## config.mk

```make
export PLATFORM = sky130hd
export DESIGN_NAME = cpu_fetch
export DESIGN_NICKNAME = d
export VERILOG_FILES = /design/src/rtl/cpu_fetch.sv
export SDC_FILE = /design/constraint.sdc
export NUM_CORES = 1
export LEC_CHECK = 0
export CAP_MARGIN = 10
export CORE_MARGIN = 1
export CORE_UTILIZATION = 40
export DETAILED_ROUTE_END_ITERATION = 10
export PLACE_DENSITY_LB_ADDON = 0.08
export SLEW_MARGIN = 30
export SYNTH_ARGS = -nofsm -noshare
export SYNTH_HDL_FRONTEND = slang
export SYNTH_SLANG_ARGS = --single-unit
```

## constraint.sdc

```tcl
create_clock -name i_clock -period 2.7 [get_ports i_clock]
set_clock_uncertainty 0.1 [all_clocks]
set_input_delay 0.81 -clock i_clock [delete_from_list [all_inputs] [get_ports i_clock]]
set_output_delay 0.81 -clock i_clock [all_outputs]
set_load 0.02 [all_outputs]
```

## src/rtl/cpu_fetch.sv

```systemverilog
// Instruction fetch stage: owns the PC, drives the I-cache request, and holds
// one fetched instruction/PC pair for decode behind a valid/ready handshake.
module cpu_fetch #(
  parameter logic [31:0] RESET_PC = 32'h0000_0000
) (
  input  logic        i_clock,
  input  logic        i_reset,
  output logic [31:0] o_icache_pc,
  output logic        o_icache_stall,
  input  logic        i_icache_ready,
  input  logic [31:0] i_icache_rdata,
  input  logic        i_redirect,
  input  logic [31:0] i_redirect_pc,
  output logic        o_valid,
  input  logic        i_ready,
  output logic [31:0] o_pc,
  output logic [31:0] o_instruction
);

  typedef enum logic {
    FETCH       = 1'b0,
    WAIT_BRANCH = 1'b1
  } state_t;

  state_t      state_q, state_d;
  logic [31:0] pc_q, pc_d;
  logic [31:0] out_pc_q, out_pc_d;
  logic [31:0] instr_q, instr_d;
  logic [31:0] pending_pc_q, pending_pc_d;
  logic        valid_q, valid_d;
  logic        inflight_q, inflight_d;
  logic        pending_q, pending_d;
  logic        stall;
  logic        is_cf;
  logic [31:0] redirect_al;

  assign redirect_al = i_redirect_pc & 32'hFFFF_FFFC;

  always_comb begin
    is_cf = 1'b0;
    case (i_icache_rdata[6:0])
      7'b1100011, 7'b1101111, 7'b1100111: is_cf = 1'b1;
      default:                            is_cf = 1'b0;
    endcase
  end

  // The cache fill path ignores stall, so an in-flight access forces it low.
  always_comb begin
    if (inflight_q) begin
      stall = 1'b0;
    end else begin
      stall = (state_q == WAIT_BRANCH) || (valid_q && !i_ready) || pending_q;
    end
  end

  always_comb begin
    state_d      = state_q;
    pc_d         = pc_q;
    out_pc_d     = out_pc_q;
    instr_d      = instr_q;
    pending_pc_d = pending_pc_q;
    valid_d      = valid_q;
    inflight_d   = inflight_q;
    pending_d    = pending_q;

    if (i_icache_ready) begin
      inflight_d = 1'b0;
    end else if (!stall) begin
      inflight_d = 1'b1;
    end

    if (valid_q && i_ready) begin
      valid_d = 1'b0;
    end

    if (state_q == WAIT_BRANCH) begin
      if (i_redirect) begin
        pc_d    = redirect_al;
        state_d = FETCH;
      end
    end else if (i_redirect) begin
      // A redirect beats a same-cycle cache word; during a fill it is deferred.
      valid_d = 1'b0;
      if (i_icache_ready || !inflight_q) begin
        pc_d      = redirect_al;
        pending_d = 1'b0;
      end else begin
        pending_pc_d = redirect_al;
        pending_d    = 1'b1;
      end
    end else if (i_icache_ready) begin
      if (pending_q) begin
        pc_d      = pending_pc_q;
        pending_d = 1'b0;
      end else begin
        instr_d  = i_icache_rdata;
        out_pc_d = pc_q;
        valid_d  = 1'b1;
        if (is_cf) begin
          state_d = WAIT_BRANCH;
        end else begin
          pc_d = pc_q + 32'd4;
        end
      end
    end
  end

  always_ff @(posedge i_clock) begin
    if (i_reset) begin
      state_q      <= FETCH;
      pc_q         <= RESET_PC;
      out_pc_q     <= '0;
      instr_q      <= '0;
      pending_pc_q <= '0;
      valid_q      <= 1'b0;
      inflight_q   <= 1'b0;
      pending_q    <= 1'b0;
    end else begin
      state_q      <= state_d;
      pc_q         <= pc_d;
      out_pc_q     <= out_pc_d;
      instr_q      <= instr_d;
      pending_pc_q <= pending_pc_d;
      valid_q      <= valid_d;
      inflight_q   <= inflight_d;
      pending_q    <= pending_d;
    end
  end

  assign o_icache_pc    = pc_q;
  assign o_icache_stall = stall;
  assign o_valid        = valid_q;
  assign o_pc           = out_pc_q;
  assign o_instruction  = instr_q;

endmodule

```

Word level (Yosys, flattened, before mapping)
Cells that the tools add are included.
W data, S select, Z words.
{ "word_totals": {"word_cells": 56, "output_inout_bits": 98, "ff_bits": 130} }
{ "op_classes": {"n_reduce_logical": 14, "muxes": 23, "n_bitwise": 4, "add_sub_neg": 1, "n_eq_ne": 6} }
{ "op_table": {"columns": ["operator", "count"], "rows": [
  ["$mux W32", 7],
  ["$add A32 B3 Y32 const B", 1],
  ["$eq A7 B7 Y1 const B", 3],
  ["$mux W1", 16],
  ["$reduce_and A4 Y1", 2],
  ["$not A1 Y1", 4],
  ["$logic_or A1 B1 Y1", 3],
  ["$ne A3 B1 Y1 const B", 1],
  ["$ne A3 B3 Y1 const B", 1],
  ["$reduce_and A3 Y1", 1],
  ["$reduce_or A3 Y1", 1],
  ["$logic_and A1 B1 Y1", 2],
  ["$logic_not A1 Y1", 2],
  ["$ne A2 B2 Y1 const B", 1],
  ["$reduce_and A2 Y1", 1],
  ["$reduce_bool A2 Y1", 1],
  ["$reduce_or A2 Y1", 1]
]} }

Logic depth before layout (Yosys ltp)
{ "depth": {"depth_word": 8, "ltp_mapped": 8} }

Worst setup path before layout
Ideal clock, no wire load.
{ "synth_path": {"kind": "input to register", "from": "input i_redirect", "to": "register pc_q[31], in the netlist o_icache_pc[31]", "arrival_ns": 2.140, "stages": 5, "setup_slack_ns": 0.383, "cell_sequence": "buf_2 > or3_1 > clkbuf_1 > or4_1 > a41oi_2"} }
{ "synth_via": {"elab_chain_cells": 2} }
{ "synth_rtl": {"columns": ["element", "line_no", "source"], "rows": [
  ["from (decl)", "12", "input logic i_redirect,"],
  ["$ne A3 B1 Y1 (no line), or another cell as far along", null, null],
  ["$reduce_and A4 Y1 (no line) / $mux W32 (equally long branches)", null, null],
  ["to (signal assigned)", "120", "pc_q <= pc_d;"],
  ["to (decl)", "26", "logic [31:0] pc_q, pc_d;"]
]} }
Several ways; a longest one is shown, not always the timed one.
A chain may end at the register's enable or synchronous reset.

Worst setup path in the final report
{ "layout_path": {"from": "input i_ready", "to": "output o_icache_stall"} }
{ "layout_via": {"elab_chain_cells": 5} }
{ "layout_rtl": {"columns": ["element", "line_no", "source"], "rows": [
  ["from (decl)", "15", "input logic i_ready,"],
  ["$logic_not A1 Y1", "52", "stall = (state_q == WAIT_BRANCH) || (valid_q && !i_ready) || pending_q;"],
  ["$logic_and A1 B1 Y1", "52", null],
  ["$logic_or A1 B1 Y1 (2 in series)", "52", null],
  ["$mux W1", "49", "if (inflight_q) begin"],
  ["to (decl)", "9", "output logic o_icache_stall,"]
]} }
Every way passes these cells.

==> flow_summary.ini <==
[timing]
fmax_mhz = 380
slew_viol_final = 0
setup_violations = 0
finalHoldViolations = 0
relSlewSlack_pct = 53.1
min_period_ns = 2.63
post-route-period-util_pct = 97.5
rsz0062_at_grt = false
tightest_slew_ns = 0.703
tns_ns = 0

[grt]
grt_busiest_layer = met2
grt_pass1_wl_um = 28300
gr-usage-met2_pct = 39.5
grt_pass1_vias = 5565
grt_max_degree = 112
gr-total-overflow = 0
antenna_found_initial = 0
grt_use_total_pct = 24.7
grt_util_met3_pct = 5.78
met1_usage_pct = 31.8

[synth]
seq_area_frac_synth_pct = 44.2
synthTopCellsByArea = dfxtp_1 (44%), nand2_1 (15%), a21oi_1 (12%)
synthFlopType = dfxtp_1
ys_warn_count = 0
synth-seq-cells = 126
async_flop_share_pct = 0
yosysTopAreaCellShare_pct = 44.2
yosys.area.top_type = dfxtp_1
synth_cell_type_count = 61
syn-cell-area_sq_um = 5700
avgSynthCellArea_sq_um = 7.56
synth_edf_count = 0
netlist_instances = 754

[power]
power_density_nw_per_um2 = 613
power.leakage_nw = 2.87
peakVddDrop_mv = 0.401
power_mw = 5.01

[run]
maxCapViolCount = 0

[critical_path]
worst-path-max-fanout = 2
crit_type = input pin to primary output
cp-end-kind = primary output
slowest_stage = clkdlybuf4s50_1
path_cells = clkdlybuf4s50_1 > nand2b_1 > a31oi_2 > buf_4
ff2ff_path_depth = 7
start_kind = input pin
critPathMaxStageDelay_ns = 0.39
critPathArrivalTime_ns = 1.72
worstPathRequired_ns = 1.79

[clocking]
numCtsBuffers = 17
clockRootBuffer = clkbuf_16
clock_path_buffers = 2
ctsHoldBuffers = 0
clk_pin_slew_ns = 0.05
cts.sinks = 126
insertion_delay_ns = 0.42
cts_setup_buffers = 0
h-tree-depth = 4
cts_tree = yes

[hold_path]
hp-class = register to register
hold_path_depth = 2

[drt]
drtIter0Drc = 439
drt_pre_antenna_iters = 5
drc = 0
wl_per_cell_um = 16.4
viasPerCell = 5.41
ant_nets = 0
wl_um = 17900
vias = 5907

[die]
die_w_um = 121
start_util_pct = 41.1
core-area_sq_um = 13900
die-area_sq_um = 14700
pin_count = 167
die_h_um = 121
core.rowCount = 43

[placed_design]
gp_congestion = 0.836
dp_cells = 1061
io_buffers = 160
dp_hpwl_um = 11800

[layout]
nets = 970
area_growth_pct = 43.2
drive_gt1_share_pct = 8.56
antenna_cells = 0
instances_no_fill = 1091

[status]
status = finished, final reports clean
## path summary, 6_finish.rpt
path                                        from          endpoint  slack [ns]
worst max-delay path                     i_ready    o_icache_stall        0.07
worst min register to register  pending_pc_q[25]  pending_pc_q[25]        0.35
worst min-delay path            pending_pc_q[25]  pending_pc_q[25]        0.35
worst max register to register    o_icache_pc[2]   o_icache_pc[24]        0.38
## layout make-up
| type | count | area [sq um] |
|---|---|---|
| tap | 180 | 225 |
| multi-input combinational | 562 | 2920 |
| sequential | 126 | 2520 |
| inverter | 4 | 15.0 |
| clock buffer | 24 | 502 |
| fill | 1301 | 5720 |
| clock inverter | 6 | 82.6 |
| timing repair buffer | 189 | 1900 |
## per-stage QoR
step           hold WS [ns]  worst slack [ns]  instance area [sq um]  utilization (%)
3_5_place_dp          0.343            -0.456                   7580             54.6
2_1_floorplan         0.331             0.383                   5710                -
3_3_place_gp          0.339            -0.424                   7580             54.6
6_report              0.349            0.0679                   8170             58.8
5_1_grt               0.372            0.0177                   8170             58.8
4_1_cts               0.350            0.0129                   8170             58.8
## kinds of logic (layout without fill, tap and decap cells)
group,Yosys count,after routing,synth area share (%)
AOI/OAI and AO/OA,221,221,22.0
xor gates and xnor gates,7,7,1.08
adders and majority gates,1,1,0.219
buffers and inverters,69,223,5.27
DFF,126,126,44.2
muxes,3,3,0.527
other,1,4,0.0658
and+or+nand+nor,326,326,26.6
## placed cells by master (no fill, tap or decap), drive strengths merged, types with 5 or more instances in the layout
master         instances
buf                   31
nand2b                 6
dfxtp                126
clkbuf                24
clkdlybuf4s50        158
and4                   7
a21oi                137
a31oi                  8
nand3                 24
and3                   5
nor3                   6
nor2                  13
nand2                226
o21ai                 38
and2                   6
nand4                 11
## what timing repair did
action                     in CTS  in global routing
pin swaps                       0                  1
resized for setup               7                  0
setup endpoints to repair       1                  1
## report_power, final
| group | switching (mW) | internal, mW | total (mW) |
|---|---|---|---|
| Sequential | 0.102 | 1.94 | 2.05 |
| Combinational | 0.369 | 0.337 | 0.707 |
| Clock | 0.788 | 1.46 | 2.25 |
| Total | 1.26 | 3.75 | 5.01 |
## critical path: cells and delay by family
family | cells | cell delay (ns)
buffers and inverters | 2 | 0.57
and+or+nand+nor | 1 | 0.17
AOI/OAI and AO/OA | 1 | 0.17
## synth_stat cells (3+ instances only)
library cell,number
clkbuf_1,44
mux2i_1,3
nor2_1,13
o31a_1,4
nand2b_1,6
and2_1,6
nand3_1,23
a31oi_1,8
nand4_1,9
o211ai_1,4
nand2_1,226
xnor2_1,3
nor3_1,3
o21ai_0,36
or3_1,4
dfxtp_1,126
a211o_1,3
and3_1,5
and4_1,6
a21o_1,4
a21oi_1,137
or4_1,3
buf_4,4
xor2_1,4
buf_2,15
inv_1,4
nor4_1,3
## sequential cells by signal, summed over array words and instances (netlist names)
name / cells
o_icache_pc: 30
pending_pc_q: 30
inflight_q: 1
state_q: 1
o_valid: 1
o_pc: 30
o_instruction: 32
pending_q: 1
## per-layer routing
layer / share of wire [%] / up-vias
met1: 46 / 2779
met4: 2.1 / 0
met3: 5.8 / 28
li1: - / 2901
met2: 46 / 199
met5: 0 / -
Note: power is estimated with default switching activity, not from simulation.
